`config.mk`:
```
export PLATFORM = sky130hd
export DESIGN_NAME = game_step_ctrl_flat
export DESIGN_NICKNAME = d
export VERILOG_FILES = /design/src/rtl/game_step_ctrl_if.sv /design/src/rtl/game_step_ctrl.sv /design/src/flat_wrapper.sv
export SDC_FILE = /design/constraint.sdc
export NUM_CORES = 1
export LEC_CHECK = 0
export CAP_MARGIN = 40
export CORE_MARGIN = 2
export CORE_UTILIZATION = 41
export CTS_CLUSTER_SIZE = 24
export DETAILED_ROUTE_END_ITERATION = 8
export REMOVE_ABC_BUFFERS = 1
export SLEW_MARGIN = 20
export SYNTH_ARGS = -nofsm -noshare
export SYNTH_HDL_FRONTEND = slang
export SYNTH_SLANG_ARGS = --single-unit
```
`constraint.sdc`:
```
create_clock -name clk25MHz -period 3.8 [get_ports clk25MHz]
set_input_delay 1.14 -clock clk25MHz [delete_from_list [all_inputs] [get_ports clk25MHz]]
set_output_delay 1.14 -clock clk25MHz [all_outputs]
set_load 0.05 [all_outputs]
```
`src/rtl/game_step_ctrl_if.sv`:
```
// Button inputs and game-state outputs of game_step_ctrl, bundled.
//   btn_move   : raw pushbutton, advances the cursor
//   btn_select : raw pushbutton, confirms the cursor
//   step       : game phase 0..6
//   variety    : first-pick square index 0..3
//   match      : second-pick square index 0..3
//   variety1   : cursor/pick within the remaining pair 0..3
//   busy       : high while a display-hold timer runs
// The slave modport is the controller; the master modport drives the buttons.
interface game_step_ctrl_if;
   logic       btn_move;
   logic       btn_select;
   logic [2:0] step;
   logic [2:0] variety;
   logic [2:0] match;
   logic [2:0] variety1;
   logic       busy;

   modport master (
      output btn_move, btn_select,
      input  step, variety, match, variety1, busy
   );

   modport slave (
      input  btn_move, btn_select,
      output step, variety, match, variety1, busy
   );
endinterface

```
`src/rtl/game_step_ctrl.sv`:
```
// Two-button pair-matching game sequencer.
// Ports:
//   clk25MHz : sole clock, rising edge
//   reset    : synchronous, active-high
//   bus      : game_step_ctrl_if.slave (raw buttons in, registered game state out)
// Each raw button is synchronized, debounced by a consecutive-cycle counter and
// edge-detected into a single-cycle pulse that drives the phase machine.
module game_step_ctrl #(
   parameter int unsigned DEBOUNCE_CYCLES = 250000,
   parameter int unsigned HOLD_CYCLES     = 25000000
) (
   input logic             clk25MHz,
   input logic             reset,
   game_step_ctrl_if.slave bus
);

   localparam int unsigned DBW = $clog2(DEBOUNCE_CYCLES + 1);
   localparam int unsigned HW  = $clog2(HOLD_CYCLES + 1);
   localparam logic [DBW-1:0] DB_LAST   = DBW'(DEBOUNCE_CYCLES - 1);
   localparam logic [HW-1:0]  HOLD_LAST = HW'(HOLD_CYCLES - 1);

   localparam logic [2:0] S0 = 3'd0;
   localparam logic [2:0] S1 = 3'd1;
   localparam logic [2:0] S2 = 3'd2;
   localparam logic [2:0] S3 = 3'd3;
   localparam logic [2:0] S4 = 3'd4;
   localparam logic [2:0] S5 = 3'd5;
   localparam logic [2:0] S6 = 3'd6;

   // ---------------------------------------------------------------
   // Button conditioning, bit 0 = move, bit 1 = select
   // ---------------------------------------------------------------
   logic [1:0]     raw;
   logic [1:0]     sync1_q, sync2_q;
   logic [1:0]     filt_q, filt_prev_q;
   logic [DBW-1:0] cnt_q [2];
   logic [1:0]     rise;
   logic           mv_p, sel_p;

   assign raw = {bus.btn_select, bus.btn_move};

   always_ff @(posedge clk25MHz) begin
      if (reset) begin
         sync1_q     <= '0;
         sync2_q     <= '0;
         filt_q      <= '0;
         filt_prev_q <= '0;
         for (int i = 0; i < 2; i++) cnt_q[i] <= '0;
      end else begin
         sync1_q     <= raw;
         sync2_q     <= sync1_q;
         filt_prev_q <= filt_q;
         for (int i = 0; i < 2; i++) begin
            // Count cycles spent at the opposite level; any return restarts it.
            if (sync2_q[i] == filt_q[i]) begin
               cnt_q[i] <= '0;
            end else if (cnt_q[i] == DB_LAST) begin
               filt_q[i] <= sync2_q[i];
               cnt_q[i]  <= '0;
            end else begin
               cnt_q[i] <= cnt_q[i] + 1'b1;
            end
         end
      end
   end

   assign rise  = filt_q & ~filt_prev_q;
   assign sel_p = rise[1];
   assign mv_p  = rise[0] & ~rise[1];   // select wins a same-cycle collision

   // ---------------------------------------------------------------
   // Phase machine
   // ---------------------------------------------------------------
   logic [2:0]    step_q, step_d;
   logic [1:0]    variety_q, variety_d;
   logic [1:0]    match_q, match_d;
   logic [1:0]    v1_q, v1_d;
   logic          busy_q, busy_d;
   logic [HW-1:0] timer_q, timer_d;
   logic          hold_done;
   logic [1:0]    match_inc;
   logic          pair_ok;

   assign hold_done = busy_q && (timer_q == '0);
   assign match_inc = match_q + 2'd1;
   assign pair_ok   = ({1'b0, variety_q} + {1'b0, match_q}) == 3'd3;

   always_comb begin
      step_d    = step_q;
      variety_d = variety_q;
      match_d   = match_q;
      v1_d      = v1_q;
      busy_d    = busy_q;
      timer_d   = timer_q;
      if (busy_q && (timer_q != '0)) timer_d = timer_q - 1'b1;

      case (step_q)
         S0: begin
            if (sel_p) begin
               match_d = (variety_q != 2'd0) ? 2'd0 : 2'd1;
               step_d  = S1;
            end else if (mv_p) begin
               variety_d = variety_q + 2'd1;
            end
         end
         S1: begin
            if (sel_p) begin
               step_d  = S2;
               busy_d  = 1'b1;
               timer_d = HOLD_LAST;
            end else if (mv_p) begin
               match_d = (match_inc == variety_q) ? match_q + 2'd2 : match_inc;
            end
         end
         S2: begin
            if (hold_done) begin
               busy_d = 1'b0;
               if (pair_ok) begin
                  step_d = S3;
                  // Remaining pair is B-C when A-D was found, else A-D.
                  v1_d   = (variety_q == 2'd0 || variety_q == 2'd3) ? 2'd1 : 2'd0;
               end else begin
                  step_d    = S0;
                  variety_d = 2'd0;
                  match_d   = 2'd0;
               end
            end
         end
         S3: begin
            if (sel_p) begin
               step_d = S4;
            end else if (mv_p) begin
               v1_d = v1_q ^ 2'b11;   // 1<->2 or 0<->3
            end
         end
         S4: begin
            if (sel_p) begin
               step_d  = S5;
               busy_d  = 1'b1;
               timer_d = HOLD_LAST;
            end
         end
         S5: begin
            if (hold_done) begin
               busy_d = 1'b0;
               step_d = S6;
            end
         end
         S6: ;
         default: begin
            step_d = S0;
            busy_d = 1'b0;
         end
      endcase
   end

   always_ff @(posedge clk25MHz) begin
      if (reset) begin
         step_q    <= S0;
         variety_q <= 2'd0;
         match_q   <= 2'd0;
         v1_q      <= 2'd0;
         busy_q    <= 1'b0;
         timer_q   <= '0;
      end else begin
         step_q    <= step_d;
         variety_q <= variety_d;
         match_q   <= match_d;
         v1_q      <= v1_d;
         busy_q    <= busy_d;
         timer_q   <= timer_d;
      end
   end

   assign bus.step     = step_q;
   assign bus.variety  = {1'b0, variety_q};
   assign bus.match    = {1'b0, match_q};
   assign bus.variety1 = {1'b0, v1_q};
   assign bus.busy     = busy_q;

endmodule

```
`src/flat_wrapper.sv`:
```
// flat-port wrapper written by rule: the top's interface ports become plain ports
module game_step_ctrl_flat 
#(
   parameter int unsigned DEBOUNCE_CYCLES = 250000,
   parameter int unsigned HOLD_CYCLES     = 25000000
)
  (clk25MHz, reset, bus_btn_move, bus_btn_select, bus_step, bus_variety, bus_match, bus_variety1, bus_busy);
  game_step_ctrl_if bus_i ();
  input logic clk25MHz;
  input logic reset;
  input wire logic [$bits(bus_i.btn_move)-1:0] bus_btn_move;
  input wire logic [$bits(bus_i.btn_select)-1:0] bus_btn_select;
  output wire logic [$bits(bus_i.step)-1:0] bus_step;
  output wire logic [$bits(bus_i.variety)-1:0] bus_variety;
  output wire logic [$bits(bus_i.match)-1:0] bus_match;
  output wire logic [$bits(bus_i.variety1)-1:0] bus_variety1;
  output wire logic [$bits(bus_i.busy)-1:0] bus_busy;
  assign bus_i.btn_move = bus_btn_move;
  assign bus_i.btn_select = bus_btn_select;
  assign bus_step = bus_i.step;
  assign bus_variety = bus_i.variety;
  assign bus_match = bus_i.match;
  assign bus_variety1 = bus_i.variety1;
  assign bus_busy = bus_i.busy;
  game_step_ctrl #(.DEBOUNCE_CYCLES(DEBOUNCE_CYCLES), .HOLD_CYCLES(HOLD_CYCLES)) u_core (.clk25MHz(clk25MHz), .reset(reset), .bus(bus_i));
endmodule
```
* Word level (Yosys, flattened, before mapping) *
Memory sizes are Yosys's and may differ from the RTL's.
Cells that the tools add are included.

operators by class
  $add $sub $neg = 7
  reduce and logical (&&, ||, !) cells = 21
  muxes and demuxes = 61
  equality and inequality tests = 29
  bitwise operators = 15

operators by type and width
  operator                                                                count
  18-bit two-way mux                                                      6
  25-bit two-way mux                                                      3
  18-bit by 1-bit adder with 18-bit output (second input constant)        2
  18-bit equality test (second input constant)                            2
  1-bit two-way mux                                                       28
  2-bit two-way mux                                                       13
  25-bit zero test                                                        1
  25-bit nonzero test                                                     1
  25-bit by 1-bit subtractor with 25-bit output (second input constant)   1
  2-bit by 1-bit != test with 1-bit output (second input constant)        12
  3-bit case mux with 7 select lines                                      1
  3-bit two-way mux                                                       6
  5-bit AND reduction                                                     2
  3-bit by 2-bit equality test with 1-bit output (second input constant)  3
  3-bit equality test (second input constant)                             3
  2-bit != test (second input constant)                                   4
  2-bit case mux with 2 select lines                                      2
  7-bit AND reduction                                                     1
  1-bit bitwise OR                                                        6
  2-bit case mux with 3 select lines                                      1
  6-bit AND reduction                                                     1
  2-bit nonzero test                                                      3
  1-bit inverter                                                          5
  2-bit by 1-bit adder with 2-bit output (second input constant)          2
  other kinds (19)                                                        24

word-level totals
  RAM bits = 36
  bits of input ports = 4
  memories kept = 1
  output and inout port bits = 13
  register bits after elaboration = 43
  logic and storage cells = 145

memory list
  memory        words  width  read ports  clocked after memory_dff  wr ports  line                  source
  u_core.cnt_q  2      18     2           0                         2         game_step_ctrl.sv:36  logic [DBW-1:0] cnt_q [2];

* Longest topological paths before layout *
Gate-level depths: netlist of run 1.
An unclocked memory read counts as a cell.

  depth after elaboration = 8
  gate-level depth with buffers = 8
  mapped depth without buffers = 7

* Worst setup path before layout of run 1 *
No wires, ideal clock.

  kind = reg-to-reg
  start = register u_core.match_q[0]
  end = register u_core.match_q[0]
  data required time = 3.668 ns
  buffers on the path = 0
  cell stages (with the launch flop) = 8
  period minus slack after synthesis = 2.411 ns
  path slack = 1.389 ns
  arrival = 2.279 ns
  cell sequence = dfxtp_1 -> ha_1 -> fa_1 -> nand3b_1 -> a211oi_1 -> a2111oi_0 -> and4b_1 -> nor3_1

on the way
  longest elaborated chain between the ends = 6
  elaborated cells between the ends (all ways) = 11
  classes of those cells = add/sub: 3; eq/ne: 3; mux: 4; reduce/logical: 1

ends and longest elaborated chain
  element                                 line                   source
  start: declaration                      game_step_ctrl.sv:76   logic [1:0] match_q, match_d;
  start signal: assignment                game_step_ctrl.sv:168  match_q <= match_d;
  2-bit by 1-bit adder with 2-bit output  game_step_ctrl.sv:85   assign match_inc = match_q + 2'd1;
  2-bit equality test                     game_step_ctrl.sv:112  match_d = (match_inc == variety_q) ? match_q + 2'd2 : match_inc;
  2-bit two-way mux                       game_step_ctrl.sv:112
  2-bit two-way mux                       game_step_ctrl.sv:111  end else if (mv_p) begin
  2-bit two-way mux                       game_step_ctrl.sv:107  if (sel_p) begin
  2-bit case mux with 3 select lines      game_step_ctrl.sv:97   case (step_q)

Parallel ways exist; a longest one is shown, timed or not. The select of a mux whose other input is x is not followed.
A chain may end at the register's enable or synchronous reset.

* Worst setup path in the final report of run 1 *
  start = register u_core.step_q[2], in the netlist u_core.bus.step[2]
  end = output port bus_step[2]

RTL lines
  element                   line                   source
  start: declaration        game_step_ctrl.sv:74   logic [2:0] step_q, step_d;
  start signal: assignment  game_step_ctrl.sv:166  step_q <= step_d;
  end: declaration          flat_wrapper.sv:13     output wire logic [$bits(bus_i.step)-1:0] bus_step;

No word-level cell between the ends.

==> flow_metrics.env, run 1 <==
export IMPL_status="finished, final reports clean"
export IMPL_synth_seq_cells=79
export IMPL_most_common_layout_cells="63 x sky130_fd_sc_hd__nor2_1, 43 x sky130_fd_sc_hd__dfxtp_1, 39 x sky130_fd_sc_hd__conb_1"
export IMPL_setup_worst_path_start_class="register"
export IMPL_min_path_cells=1
export IMPL_r2r_end="u_core.bus.step[1]$_SDFFE_PP0P_"
export IMPL_timing_critical_path_depth=1
export IMPL_clock_root_buffer="sky130_fd_sc_hd__clkbuf_8"
export IMPL_vert_die_dim_um=105
export IMPL_worst_endpoint_arrival_ns=1.89
export IMPL_place_ws_ns=0.788
export IMPL_synth_edf_count=36
export IMPL_io_pins=17
export IMPL_synth_simple_gate_area_share_pct=24.6
export IMPL_fin_crit_sh_pct=79.9
export IMPL_ys_flop_type="sky130_fd_sc_hd__dfxtp_1"
export IMPL_fin_worst_skew_ns=0.00976
export IMPL_syn_area_per_cell_sq_um=9.45
export IMPL_layout_drive_gt1_share_pct=6.48
export IMPL_hold_buffers=0
export IMPL_p_per_area_nw_per_um2=344
export IMPL_synthCells=444
export IMPL_cell_family_with_most_cp_delay="buffers and inverters"
export IMPL_floorplan_die_area_sq_um=11100
export IMPL_largest_register_ff_count=36
export IMPL_critPathKind="reg -> out"
export IMPL_grt_antenna_before_repair=0
export IMPL_number_of_cts_inserted_buffers=9
export IMPL_synth_warnings=0
export IMPL_antenna_diode_count=0
export IMPL_drc_violations=0
export IMPL_crit_path_start="u_core.bus.step[2]$_SDFFE_PP0P_"
export IMPL_final_common_cell="sky130_fd_sc_hd__nor2_1"
export IMPL_detail_route_first_pass_iterations=4
export IMPL_vias=3208
export IMPL_netlist_area_sq_um=4190
export IMPL_hpwl_after_detailed_placement_um=5820
export IMPL_htree_levels=3
export IMPL_design_core_area_sq_um=9860
export IMPL_final_min_clock_period_ns=3.03
export IMPL_insertion_delay_ns=0.35
export IMPL_clkSinkCount=79
export IMPL_design_final_nets=499
export IMPL_finalSetupTns_ns=0
export IMPL_register_with_the_most_flip_flops="u_core.cnt_q"
export IMPL_synth_seq_area_share_pct=46.3
export IMPL_setup_slack_ns=0.765
export IMPL_path_clk_slew_ns=0.08
export IMPL_rsz_0062_raised_after_global_routing="false"
export IMPL_power_leakage_nw=1.65
export IMPL_share_of_async_settable_or_async_resettable_flops_after_synthesis_pct=0
export IMPL_ir_drop_mv=0.217
export IMPL_hold_path_end="u_core.sync2_q[1]$_SDFF_PP0_"
export IMPL_r2r_cells=7
export IMPL_number_of_buffers_on_the_longest_clock_path=2
export IMPL_cts_tree="done"
export IMPL_holdCritPathClass="reg -> reg"
export IMPL_critical_path_max_stage_delay_ns=0.91
export IMPL_final_setup_viol_count=0
export IMPL_setup_reg_to_reg_worst_slack_ns=1.24
export IMPL_synth_top_family_by_area="simple AND/OR/NAND/NOR gates"
export IMPL_cp_end_kind="output port"
export IMPL_hold_start="u_core.sync1_q[1]$_SDFF_PP0_"
export IMPL_post_drt_via_cell_ratio=5.12
export IMPL_synth_compound_gate_area_share_pct=12.1
export IMPL_synth_adder_area_share_pct=1.97
export IMPL_dieWidth_um=105
export IMPL_cpMaxStageDelayCell="sky130_fd_sc_hd__clkdlybuf4s50_1"
export IMPL_synth_distinct_cells=57
export IMPL_critical_path_peak_fanout=15
export IMPL_worst_path_buf_inv=1
export IMPL_detailedRoute_firstIterationViolations=148
export IMPL_max_cap_violations=0
export IMPL_rows=36
export IMPL_effective_utilization_at_floorplan_pct=42.5
export IMPL_post_cts_buffers=0
export IMPL_totalWireLength_um=8310
export IMPL_finalMaxSlewViolations=0
export IMPL_worst_slew_margin_rel_pct=53.3
export IMPL_average_wire_length_per_cell_after_detail_routing_um=13.3
export IMPL_ant_nets=0
export IMPL_required_ns=2.66
export IMPL_grt_pass1_vias=3048
export IMPL_post_cts_resize_count=0
export IMPL_path_cells="clkdlybuf4s50_1"
export IMPL_finish_utilization_pct=48.4
export IMPL_groute_usage_overall_pct=16.3
export IMPL_post_synth_xor_area_fraction_pct=10.8
export IMPL_syn2layout_area_growth_pct=13.9
export IMPL_grt_max_degree=21
export IMPL_tightestPinTransition_ns=0.699
export IMPL_grt_pass1_wl_um=14500
export IMPL_routability_congestion_estimate_from_global_placement=0.817
export IMPL_r2r_start="u_core.timer_q[0]$_SDFF_PP0_"
export IMPL_timing_hold_violations_final=0
export IMPL_placement_io_buffers=13
export IMPL_synth_mux_area_fraction_pct=0.746
export IMPL_globalRouteOverflowTotal=0
export IMPL_timing_limited_maximum_frequency_ghz=0.329
how the worst max path moves through the flow:
stage | to | slack, ns
after floorplan | u_core.match_q[0]$_SDFFE_PP0P_ | 1.38
after detailed placement | u_core.cnt_q[0][17]$_SDFFCE_PN0P_ | 0.79
after global routing | bus_step[2] | 0.65
final | bus_step[2] | 0.77
after CTS | bus_step[2] | 0.73
after global placement | u_core.cnt_q[0][14]$_SDFFCE_PN0P_ | 0.81
through the flow:
step,area [sq um],std cells,power [mW],hold WS [ns]
floorplan,4240,461,0.976,0.414
global placement,4570,611,0.996,0.434
detailed placement,4570,611,0.996,0.431
CTS,4780,627,1.67,0.450
global route,4780,627,1.71,0.464
finish,4780,627,1.64,0.441
logic make-up after synthesis:
family                     after synthesis
other                                    2
xor gates and xnor gates                50
adders and majority gates                6
buffers and inverters                   32
AOI/OAI and AO/OA                       77
DFF                                     79
and+or+nand+nor                        195
muxes                                    3
cell usage after synthesis (9+ instances only):
master,instances,share of area (%)
sky130_fd_sc_hd__clkbuf_1,15,1.3
sky130_fd_sc_hd__nor4_1,13,1.9
sky130_fd_sc_hd__or4_1,9,1.6
sky130_fd_sc_hd__nor2_1,63,5.6
sky130_fd_sc_hd__nand3_1,14,1.7
sky130_fd_sc_hd__xor2_1,29,6.1
sky130_fd_sc_hd__nand2_1,31,2.8
sky130_fd_sc_hd__a21oi_1,28,3.3
sky130_fd_sc_hd__xnor2_1,20,4.2
sky130_fd_sc_hd__nor3_1,14,1.7
sky130_fd_sc_hd__edfxtp_1,36,26
sky130_fd_sc_hd__inv_1,12,1.1
sky130_fd_sc_hd__dfxtp_1,43,21
routing by layer:
metal	vias up	track usage, %	routed length (um)
met2	30	24.8	3700
met1	1514	22.7	4340
met3	4	3.99	209
met5	-	0	0
met4	0	5.14	53
li1	1660	-	-
area by class of cell:
cell class | instances | area [sq um]
fillers | 944 | 5090
well taps | 133 | 166
clock inverters | 3 | 40.0
inverters | 12 | 45.0
flip-flops and latches | 79 | 1940
repair buffers | 17 | 160
clock buffers | 13 | 170
multi-input cells | 370 | 2250
power by group:
part	internal (mW)	total, mW	switching [mW]	leakage, nW
Clock	0.360	0.665	0.304	0.109
Combinational	0.0189	0.0535	0.0346	0.823
Sequential	0.906	0.924	0.0184	0.718
Total	1.28	1.64	0.357	1.65
Note: power is estimated with default switching activity, not from simulation.
==> run 2, diff against run 1 <==
clock period = 2.6 ns   (was 3.8 ns; I/O delays follow)
==> run 2 against run 1 <==
- critical path depth unchanged
- largest cell class unchanged
- register-to-register slack worse by 1.0 ns
- power up 34%
- sequential cell count stayed put
==> flow_metrics.env, run 2 (same netlist as run 1, synthesis figures left out) <==
export IMPL_status="finished, final reports clean"
export IMPL_totalWireLength_um=8400
export IMPL_nFillCells=957
export IMPL_seqCellArea_sq_um=1940
export IMPL_clkSinkCount=79
export IMPL_place_detailed_instances=622
export IMPL_required_ns=1.82
export IMPL_rows=36
export IMPL_groute_usage_overall_pct=16.0
export IMPL_setup_worst_path_start_class="register"
export IMPL_area_of_the_multi_input_gates_sq_um=2250
export IMPL_cpMaxStageDelayCell="sky130_fd_sc_hd__clkdlybuf4s50_1"
export IMPL_post_cts_resize_count=0
export IMPL_setup_reg_to_reg_worst_slack_ns=0.22
export IMPL_number_of_cts_inserted_buffers=9
export IMPL_grt_max_degree=19
export IMPL_average_wire_length_per_cell_after_detail_routing_um=13.2
export IMPL_critPathKind="reg -> out"
export IMPL_ant_nets=0
export IMPL_critical_path_peak_fanout=7
export IMPL_tightestPinTransition_ns=0.573
export IMPL_cts_tree="done"
export IMPL_number_of_buffers_on_the_longest_clock_path=2
export IMPL_placement_io_buffers=13
export IMPL_timing_limited_maximum_frequency_ghz=0.411
export IMPL_critical_path_max_stage_delay_ns=0.86
export IMPL_path_clk_slew_ns=0.08
export IMPL_layout_drive_gt1_share_pct=8.93
export IMPL_r2r_cells=5
export IMPL_r2r_start="u_core.timer_q[20]$_SDFF_PP0_"
export IMPL_rsz_0062_raised_after_global_routing="false"
export IMPL_design_core_area_sq_um=9860
export IMPL_io_pins=17
export IMPL_cell_family_with_most_cp_delay="buffers and inverters"
export IMPL_final_setup_viol_count=0
export IMPL_design_final_nets=510
export IMPL_most_common_layout_cells="63 x sky130_fd_sc_hd__nor2_1, 43 x sky130_fd_sc_hd__dfxtp_1, 39 x sky130_fd_sc_hd__conb_1"
export IMPL_fin_crit_sh_pct=93.7
export IMPL_final_min_clock_period_ns=2.43
export IMPL_floorplan_die_area_sq_um=11100
export IMPL_globalRouteOverflowTotal=0
export IMPL_routability_congestion_estimate_from_global_placement=0.809
export IMPL_r2r_end="u_core.timer_q[1]$_SDFF_PP0_"
export IMPL_min_path_cells=1
export IMPL_finish_cell_count_without_fillers=637
export IMPL_drc_violations=0
export IMPL_worst_slew_margin_rel_pct=61.8
export IMPL_path_cells="clkdlybuf4s50_1"
export IMPL_cp_end_kind="output port"
export IMPL_detailedRoute_firstIterationViolations=89
export IMPL_largest_register_ff_count=36
export IMPL_setup_slack_ns=0.165
export IMPL_dieWidth_um=105
export IMPL_timing_hold_violations_final=0
export IMPL_hold_start="u_core.sync1_q[1]$_SDFF_PP0_"
export IMPL_finalMaxSlewViolations=0
export IMPL_power_leakage_nw=1.68
export IMPL_hold_path_end="u_core.sync2_q[1]$_SDFF_PP0_"
export IMPL_grt_pass1_vias=3101
export IMPL_p_per_area_nw_per_um2=458
export IMPL_vert_die_dim_um=105
export IMPL_register_with_the_most_flip_flops="u_core.cnt_q"
export IMPL_ir_drop_mv=0.244
export IMPL_worst_path_buf_inv=1
export IMPL_clock_root_buffer="sky130_fd_sc_hd__clkbuf_8"
export IMPL_hold_buffers=0
export IMPL_effective_utilization_at_floorplan_pct=42.5
export IMPL_post_drt_via_cell_ratio=5.18
export IMPL_finalSetupTns_ns=0
export IMPL_fin_worst_skew_ns=0.0128
export IMPL_insertion_delay_ns=0.34
export IMPL_htree_levels=3
export IMPL_grt_antenna_before_repair=0
export IMPL_detail_route_first_pass_iterations=4
export IMPL_vias=3300
export IMPL_grt_pass1_wl_um=14500
export IMPL_post_cts_buffers=0
export IMPL_syn2layout_area_growth_pct=14.3
export IMPL_place_ws_ns=0.156
export IMPL_final_common_cell="sky130_fd_sc_hd__nor2_1"
export IMPL_worst_endpoint_arrival_ns=1.65
export IMPL_holdCritPathClass="reg -> reg"
export IMPL_hpwl_after_detailed_placement_um=6050
export IMPL_max_cap_violations=0
export IMPL_antenna_diode_count=0
[run 2: how the worst max path moves through the flow]
| stage | start | to | slack, ns | cells past startpoint |
|---|---|---|---|---|
| after CTS | u_core.match_q[0]$_SDFFE_PP0P_ | bus_match[0] | 0.14 | 1 |
| after detailed placement | reset | u_core.cnt_q[1][15]$_SDFFCE_PN0P_ | 0.16 | 3 |
| final | u_core.match_q[0]$_SDFFE_PP0P_ | bus_match[0] | 0.17 | 1 |
| after floorplan | u_core.match_q[0]$_SDFFE_PP0P_ | u_core.match_q[0]$_SDFFE_PP0P_ | 0.18 | 7 |
| after global placement | reset | u_core.cnt_q[0][15]$_SDFFCE_PN0P_ | 0.18 | 3 |
| after global routing | u_core.cnt_q[1][8]$_SDFFCE_PN0P_ | u_core.cnt_q[1][13]$_SDFFCE_PN0P_ | 0.02 | 5 |
[run 2: cell type report]
class / count / area share [%]
sequential: 79 / 40.5
clock buffer: 11 / 2.74
multi-input combinational: 370 / 47.0
timing repair buffer: 28 / 4.90
clock inverter: 4 / 0.496
inverter: 12 / 0.939
tap: 133 / 3.47
[run 2: routing by layer]
layer | track usage [%] | share of wire [%] | vias to the layer above
li1 | - | - | 1679
met1 | 21.9 | 50 | 1569
met2 | 25.3 | 46 | 48
met3 | 3.37 | 3.1 | 4
met4 | 5.14 | 0.94 | 0
met5 | 0 | 0 | -
[run 2: stage by stage]
step | total power, mW | cell area [sq um] | util, % | hold slack (ns)
global placement | 1.46 | 4640 | 47.0 | 0.427
floorplan | 1.43 | 4240 | - | 0.414
finish | 2.20 | 4800 | 48.6 | 0.442
CTS | 2.23 | 4800 | 48.6 | 0.445
global route | 2.30 | 4800 | 48.6 | 0.461
detailed placement | 1.46 | 4640 | 47.0 | 0.429
[run 2: where the power goes]
| part | switching [mW] | internal [mW] | leakage, nW | total (mW) |
|---|---|---|---|---|
| clock | 0.423 | 0.339 | 0.0829 | 0.762 |
| combinational | 0.0524 | 0.0306 | 0.879 | 0.0830 |
| sequential | 0.0271 | 1.32 | 0.718 | 1.35 |
| total | 0.502 | 1.69 | 1.68 | 2.20 |
==> run 3, diff against run 2 <==
CTS_CLUSTER_SIZE = 14   (was 24)
==> results of run 3 <==
The final DEF is identical to that of run 2; final timing and power are the same.
